--- config.mk ---
export PLATFORM = sky130hd
export DESIGN_NAME = clipped_relu_pipe
export DESIGN_NICKNAME = d
export VERILOG_FILES = /design/src/rtl/clipped_relu_pipe.sv
export SDC_FILE = /design/constraint.sdc
export NUM_CORES = 2
export LEC_CHECK = 0
export CAP_MARGIN = 20
export CORE_MARGIN = 1
export CORE_UTILIZATION = 30
export DETAILED_ROUTE_END_ITERATION = 8
export GPL_ROUTABILITY_DRIVEN = 0
export PLACE_DENSITY_LB_ADDON = 0.2
export SLEW_MARGIN = 5
export SYNTH_ARGS = -nofsm -noshare
export SYNTH_HDL_FRONTEND = slang
export SYNTH_SLANG_ARGS = --single-unit
--- constraint.sdc ---
create_clock -name clk -period 8.3 [get_ports clk]
set_input_delay 0.83 -clock clk [delete_from_list [all_inputs] [get_ports clk]]
set_output_delay 0.83 -clock clk [all_outputs]
set_load 0.02 [all_outputs]
--- src/rtl/clipped_relu_pipe.sv ---
// Two-stage clipped-ReLU / squared-clipped-ReLU activation for the NNUE datapath.
// Optional saturation statistics counter enabled by `define CLIPPED_RELU_SAT_CNT_EN.
module clipped_relu_pipe #(
    parameter int LANES     = 16,
    parameter int IN_W      = 16,
    parameter int OUT_W     = 8,
    parameter int SHIFT     = 2,
    parameter int CLIP_MAX  = 127,
    parameter int SQR_SHIFT = 7
) (
    input  logic                   clk,
    input  logic                   rst,
    input  logic                   mode,
    input  logic                   in_valid,
    output logic                   in_ready,
    input  logic [LANES*IN_W-1:0]  in_data,
    input  logic                   in_last,
    output logic                   out_valid,
    input  logic                   out_ready,
    output logic [LANES*OUT_W-1:0] out_data,
    output logic                   out_last,
    input  logic                   stats_clr,
    output logic [15:0]            sat_count
);

    localparam logic [IN_W-1:0]    CAP_IN  = IN_W'(CLIP_MAX);
    localparam logic [2*OUT_W-1:0] CAP_SQ  = (2*OUT_W)'(CLIP_MAX);
    localparam logic [OUT_W-1:0]   CAP_OUT = OUT_W'(CLIP_MAX);

    // Compare happens on the full-width shifted word so large inputs never alias below the ceiling.
    function automatic logic [OUT_W-1:0] clip_lane(input logic [IN_W-1:0] x);
        logic [IN_W-1:0] t;
        t = x >> SHIFT;
        if (x[IN_W-1]) begin
            return {OUT_W{1'b0}};
        end else if (t > CAP_IN) begin
            return CAP_OUT;
        end else begin
            return OUT_W'(t);
        end
    endfunction

    function automatic logic over_ceiling(input logic [IN_W-1:0] x);
        logic [IN_W-1:0] t;
        t = x >> SHIFT;
        return (!x[IN_W-1]) && (t > CAP_IN);
    endfunction

    function automatic logic [OUT_W-1:0] square_lane(input logic [OUT_W-1:0] c);
        logic [2*OUT_W-1:0] p;
        logic [2*OUT_W-1:0] s;
        p = (2*OUT_W)'(c) * (2*OUT_W)'(c);
        s = p >> SQR_SHIFT;
        if (s > CAP_SQ) begin
            return CAP_OUT;
        end else begin
            return OUT_W'(s);
        end
    endfunction

    logic                   w_s2_adv;
    logic                   w_s1_adv;
    logic                   w_accept;
    logic [LANES*OUT_W-1:0] w_clip;
    logic [LANES*OUT_W-1:0] w_y;

    logic                   r_s1_valid;
    logic                   r_s1_mode;
    logic                   r_s1_last;
    logic [LANES*OUT_W-1:0] r_s1_c;
    logic                   r_s2_valid;
    logic                   r_s2_last;
    logic [LANES*OUT_W-1:0] r_s2_y;

    assign w_s2_adv = !r_s2_valid || out_ready;
    assign w_s1_adv = !r_s1_valid || w_s2_adv;
    assign w_accept = in_valid && w_s1_adv;
    assign in_ready = w_s1_adv;

    // Per-lane clip of the incoming beat.
    always_comb begin
        w_clip = {(LANES*OUT_W){1'b0}};
        for (int i = 0; i < LANES; i++) begin
            w_clip[i*OUT_W +: OUT_W] = clip_lane(in_data[i*IN_W +: IN_W]);
        end
    end

    // Per-lane activation selected by the mode captured with the beat.
    always_comb begin
        w_y = {(LANES*OUT_W){1'b0}};
        for (int i = 0; i < LANES; i++) begin
            if (r_s1_mode) begin
                w_y[i*OUT_W +: OUT_W] = square_lane(r_s1_c[i*OUT_W +: OUT_W]);
            end else begin
                w_y[i*OUT_W +: OUT_W] = r_s1_c[i*OUT_W +: OUT_W];
            end
        end
    end

    // Stage 1: clipped lanes plus sideband.
    always_ff @(posedge clk or posedge rst) begin
        if (rst) begin
            r_s1_valid <= 1'b0;
            r_s1_mode  <= 1'b0;
            r_s1_last  <= 1'b0;
            r_s1_c     <= {(LANES*OUT_W){1'b0}};
        end else if (w_s1_adv) begin
            r_s1_valid <= in_valid;
            if (in_valid) begin
                r_s1_mode <= mode;
                r_s1_last <= in_last;
                r_s1_c    <= w_clip;
            end
        end
    end

    // Stage 2: final activations; holds while the consumer stalls.
    always_ff @(posedge clk or posedge rst) begin
        if (rst) begin
            r_s2_valid <= 1'b0;
            r_s2_last  <= 1'b0;
            r_s2_y     <= {(LANES*OUT_W){1'b0}};
        end else if (w_s2_adv) begin
            r_s2_valid <= r_s1_valid;
            if (r_s1_valid) begin
                r_s2_last <= r_s1_last;
                r_s2_y    <= w_y;
            end
        end
    end

    assign out_valid = r_s2_valid;
    assign out_data  = r_s2_y;
    assign out_last  = r_s2_last;

`ifdef CLIPPED_RELU_SAT_CNT_EN
    localparam int CNT_W = $clog2(LANES + 1);

    logic [CNT_W-1:0] w_hits;
    logic [16:0]      w_sum;
    logic [15:0]      r_sat_count;

    // Number of lanes in the incoming beat that clip at the ceiling.
    always_comb begin
        w_hits = {CNT_W{1'b0}};
        for (int i = 0; i < LANES; i++) begin
            w_hits = w_hits + CNT_W'(over_ceiling(in_data[i*IN_W +: IN_W]));
        end
    end

    assign w_sum = {1'b0, r_sat_count} + 17'(w_hits);

    // Saturating counter; a clear discards the same-cycle increment.
    always_ff @(posedge clk or posedge rst) begin
        if (rst) begin
            r_sat_count <= 16'h0000;
        end else if (stats_clr) begin
            r_sat_count <= 16'h0000;
        end else if (w_accept) begin
            r_sat_count <= w_sum[16] ? 16'hFFFF : w_sum[15:0];
        end
    end

    assign sat_count = r_sat_count;
`else
    logic w_unused_stats;
    assign w_unused_stats = stats_clr ^ w_accept;
    assign sat_count      = 16'h0000;
`endif

endmodule
==> flow_summary.json <==
{
  "status": "complete, no violations",
  "grt_util_met2_pct": 26.6,
  "cts-resized-gates": 0,
  "clockRootBuffer": "clkbuf_16",
  "grt_max_degree": 108,
  "antenna_found_initial": 5,
  "maxSlewHeadroom_pct": 41.0,
  "arrival_ns": 6.01,
  "fp.dieArea_um2": 122000,
  "post-place-ws_ns": 2.68,
  "cts_buffer_depth": 3,
  "place_area_um2": 40900,
  "area_growth_pct": 17.3,
  "setup_ws_ns": 2.73,
  "maxCapViolations": 0,
  "end_kind": "register",
  "viasPerCell": 4.66,
  "grt_pass1_vias": 28700,
  "cts_tree": "yes",
  "pin_count": 410,
  "slew_violations": 0,
  "fin_skew_ns": 0.0239,
  "avgSynthCellArea_um2": 8.65,
  "critPathRequiredTime_ns": 8.74,
  "wl_per_cell_um": 15.8,
  "netlist_area_um2": 36100,
  "fp.coreArea_um2": 119000,
  "rsz0062_at_grt": "no",
  "r2r_setup_slack_ns": 2.73,
  "r2r-end": "out_data[114]$_DFFE_PP0P_",
  "cts_hold_buf": 0,
  "peakVddDrop_mv": 0.129,
  "worst_slew_pin_slew_ns": 0.877,
  "vias": 28000,
  "cp_max_fo": 10,
  "die_h_um": 349,
  "r2r-start": "r_s1_c[117]$_DFFE_PP0P_",
  "synth_ff_type": "dfrtp_1",
  "grt_overflow_total": 0,
  "r2r_cells": 15,
  "p_total_w": 0.00961,
  "drtPass1Iterations": 5,
  "p_leak_nw": 21.0,
  "grt_use_met3_pct": 2.68,
  "fin_area_um2": 42300,
  "drive_gt1_share_pct": 3.20,
  "grt.busiest_layer": "met2",
  "crit_end": "out_data[114]$_DFFE_PP0P_",
  "route.detailed.drc": 0,
  "portBuffers": 360,
  "yosysWarnings": 0,
  "holdCritPathClass": "reg2reg",
  "syn_inst": 4169,
  "start_util_pct": 30.4,
  "antenna_left": 0,
  "drt_iter0_drc": 994,
  "post-route-min-period_ns": 5.57,
  "grt_pass1_wl_mm": 155,
  "dpl.hpwl_mm": 72.2,
  "setup_viol": 0,
  "finalWirelength_mm": 94.9,
  "synth-seq-cells": 261,
  "fp.dieW_um": 349,
  "worstSkewPairLatency_ns": 0.61,
  "power.density_nw_per_um2": 227,
  "fin_nets": 5476,
  "finalCritPeriodShare_pct": 67.1,
  "clock_sinks": 261,
  "rows": 126,
  "yosysSeqAreaShare_pct": 18.1,
  "clk_pin_slew_ns": 0.06,
  "fmax_ghz": 0.179,
  "critPathLaunch": "r_s1_c[117]$_DFFE_PP0P_",
  "met1_usage_pct": 21.3,
  "cts_setup_buffers": 0,
  "hold_viol": 0,
  "synth_edf_count": 0,
  "path_class": "reg2reg",
  "async_reset_ff_share_pct": 100,
  "grt_use_total_pct": 15.8,
  "cts_htree_levels": 2,
  "synth.distinct_cells": 73,
  "worstSetupStartpointType": "register",
  "cts_buffers": 40,
  "tns_ns": 0
}
[synth_stat cells, drive strengths merged, types with 10 or more instances]
library cell | count | area, um^2
nor2 | 216 | 811
a221oi | 16 | 220
xnor2 | 141 | 1230
nand2 | 365 | 1370
nand2b | 27 | 169
a22oi | 10 | 75.1
nor3 | 50 | 260
a21oi | 115 | 591
and3 | 31 | 194
nand4 | 30 | 188
nor2b | 21 | 131
ha | 454 | 5680
clkbuf | 185 | 694
or3 | 76 | 475
nor4 | 18 | 134
inv | 733 | 2750
fa | 384 | 7690
o21ai | 176 | 881
o21a | 18 | 135
and2 | 311 | 1950
xor2 | 49 | 429
o22ai | 18 | 113
a31oi | 69 | 432
a21o | 45 | 338
mux2i | 21 | 210
or2 | 24 | 150
nand3 | 48 | 240
a211oi | 11 | 92.6
o31ai | 120 | 901
buf | 40 | 236
dfrtp | 261 | 6530
[cell type report]
| class | instances | area [um^2] |
|---|---|---|
| inverters | 733 | 2760 |
| multi-input cells | 2967 | 25900 |
| clock buffers | 53 | 1180 |
| diodes | 1 | 2.50 |
| fillers | 12300 | 76200 |
| well taps | 1600 | 2000 |
| repair buffers | 372 | 3710 |
| flip-flops and latches | 261 | 6540 |
| clock inverters | 17 | 195 |
[stage by stage]
step | instances | util [%] | hold slack (ns)
floorplan | 4186 | - | 0.433
global placement | 5933 | 34.5 | 0.467
detailed placement | 5933 | 34.5 | 0.475
CTS | 6003 | 35.7 | 0.490
global route | 6003 | 35.7 | 0.511
finish | 6004 | 35.7 | 0.481
[routing by layer]
metal	share of wire [%]	vias up
met5	0	-
met2	47	458
met1	47	13600
met3	4.7	76
li1	-	13900
met4	1.6	0
[how the worst min path moves through the flow]
stage / from / end / slack, ns / cells past startpoint
CTS: out_data[69]$_DFFE_PP0P_ / out_data[69]$_DFFE_PP0P_ / 0.49 / 2
floorplan: r_s1_last$_DFFE_PP0P_ / out_last$_DFFE_PP0P_ / 0.43 / 2
global route: out_data[52]$_DFFE_PP0P_ / out_data[52]$_DFFE_PP0P_ / 0.51 / 2
detailed placement: out_data[55]$_DFFE_PP0P_ / out_data[55]$_DFFE_PP0P_ / 0.48 / 2
finish: out_data[69]$_DFFE_PP0P_ / out_data[69]$_DFFE_PP0P_ / 0.48 / 2
global placement: out_data[119]$_DFFE_PP0P_ / out_data[119]$_DFFE_PP0P_ / 0.47 / 2
[report_power, final]
group	total, W	switching [W]	internal (W)	leakage, nW
Sequential	0.00201	0.000427	0.00158	3.17
Combinational	0.00579	0.00323	0.00255	17.1
Clock	0.00181	0.000718	0.00109	0.678
[cells in the final DEF, fill, tap and decap left out, drive strengths merged, types with 5 or more instances in the layout]
| cell type | instances |
|---|---|
| o31ai | 120 |
| ha | 454 |
| nor2 | 216 |
| and3 | 31 |
| nor3 | 50 |
| a31oi | 69 |
| mux2 | 5 |
| conb | 18 |
| a21oi | 115 |
| nor2b | 21 |
| nand4 | 30 |
| nand2 | 365 |
| fa | 384 |
| o21ai | 176 |
| dfrtp | 261 |
| a22oi | 10 |
| o21bai | 7 |
| xor2 | 49 |
| nor4 | 18 |
| or2 | 24 |
| clkinv | 12 |
| xnor2 | 141 |
| o2111ai | 5 |
| nand3 | 48 |
| or3 | 76 |
| buf | 12 |
| a211oi | 11 |
| clkbuf | 53 |
| a22o | 6 |
| o211ai | 7 |
| inv | 733 |
| and2 | 311 |
| a21o | 45 |
| and4 | 8 |
| o22ai | 18 |
| mux2i | 21 |
| o21a | 18 |
| nand2b | 27 |
| clkdlybuf4s50 | 360 |
| a221oi | 16 |
[state kept, by name, indices dropped and copies added, names as in the netlist]
name	cells
r_s1_valid	1
r_s1_mode	1
r_s1_last	1
out_last	1
out_valid	1
out_data	128
r_s1_c	128
[critical path, stage by stage, from the launching register on]
cell and delay, ns:
dfrtp_1 0.60, inv_1 0.20, nor2_1 0.22, fa_1 0.48, fa_1 0.54, inv_1 0.05
fa_1 0.50, fa_1 0.54, inv_1 0.04, ha_1 0.36, nand3_1 0.09, a211oi_1 0.31
o2111ai_1 0.24, a41o_1 0.27, nor4_2 0.76, o311ai_1 0.20
[cell families after synthesis]
logic type | after synthesis | synth area share, %
other cells | 1 | 0.0104
simple gates | 1231 | 17.2
xor+xnor | 190 | 4.61
mux | 26 | 0.739
flops | 261 | 18.1
fa+ha+maj | 838 | 37.1
compound gates | 664 | 12.1
buf+inv | 958 | 10.2
Power figures use the tool's default switching activity.
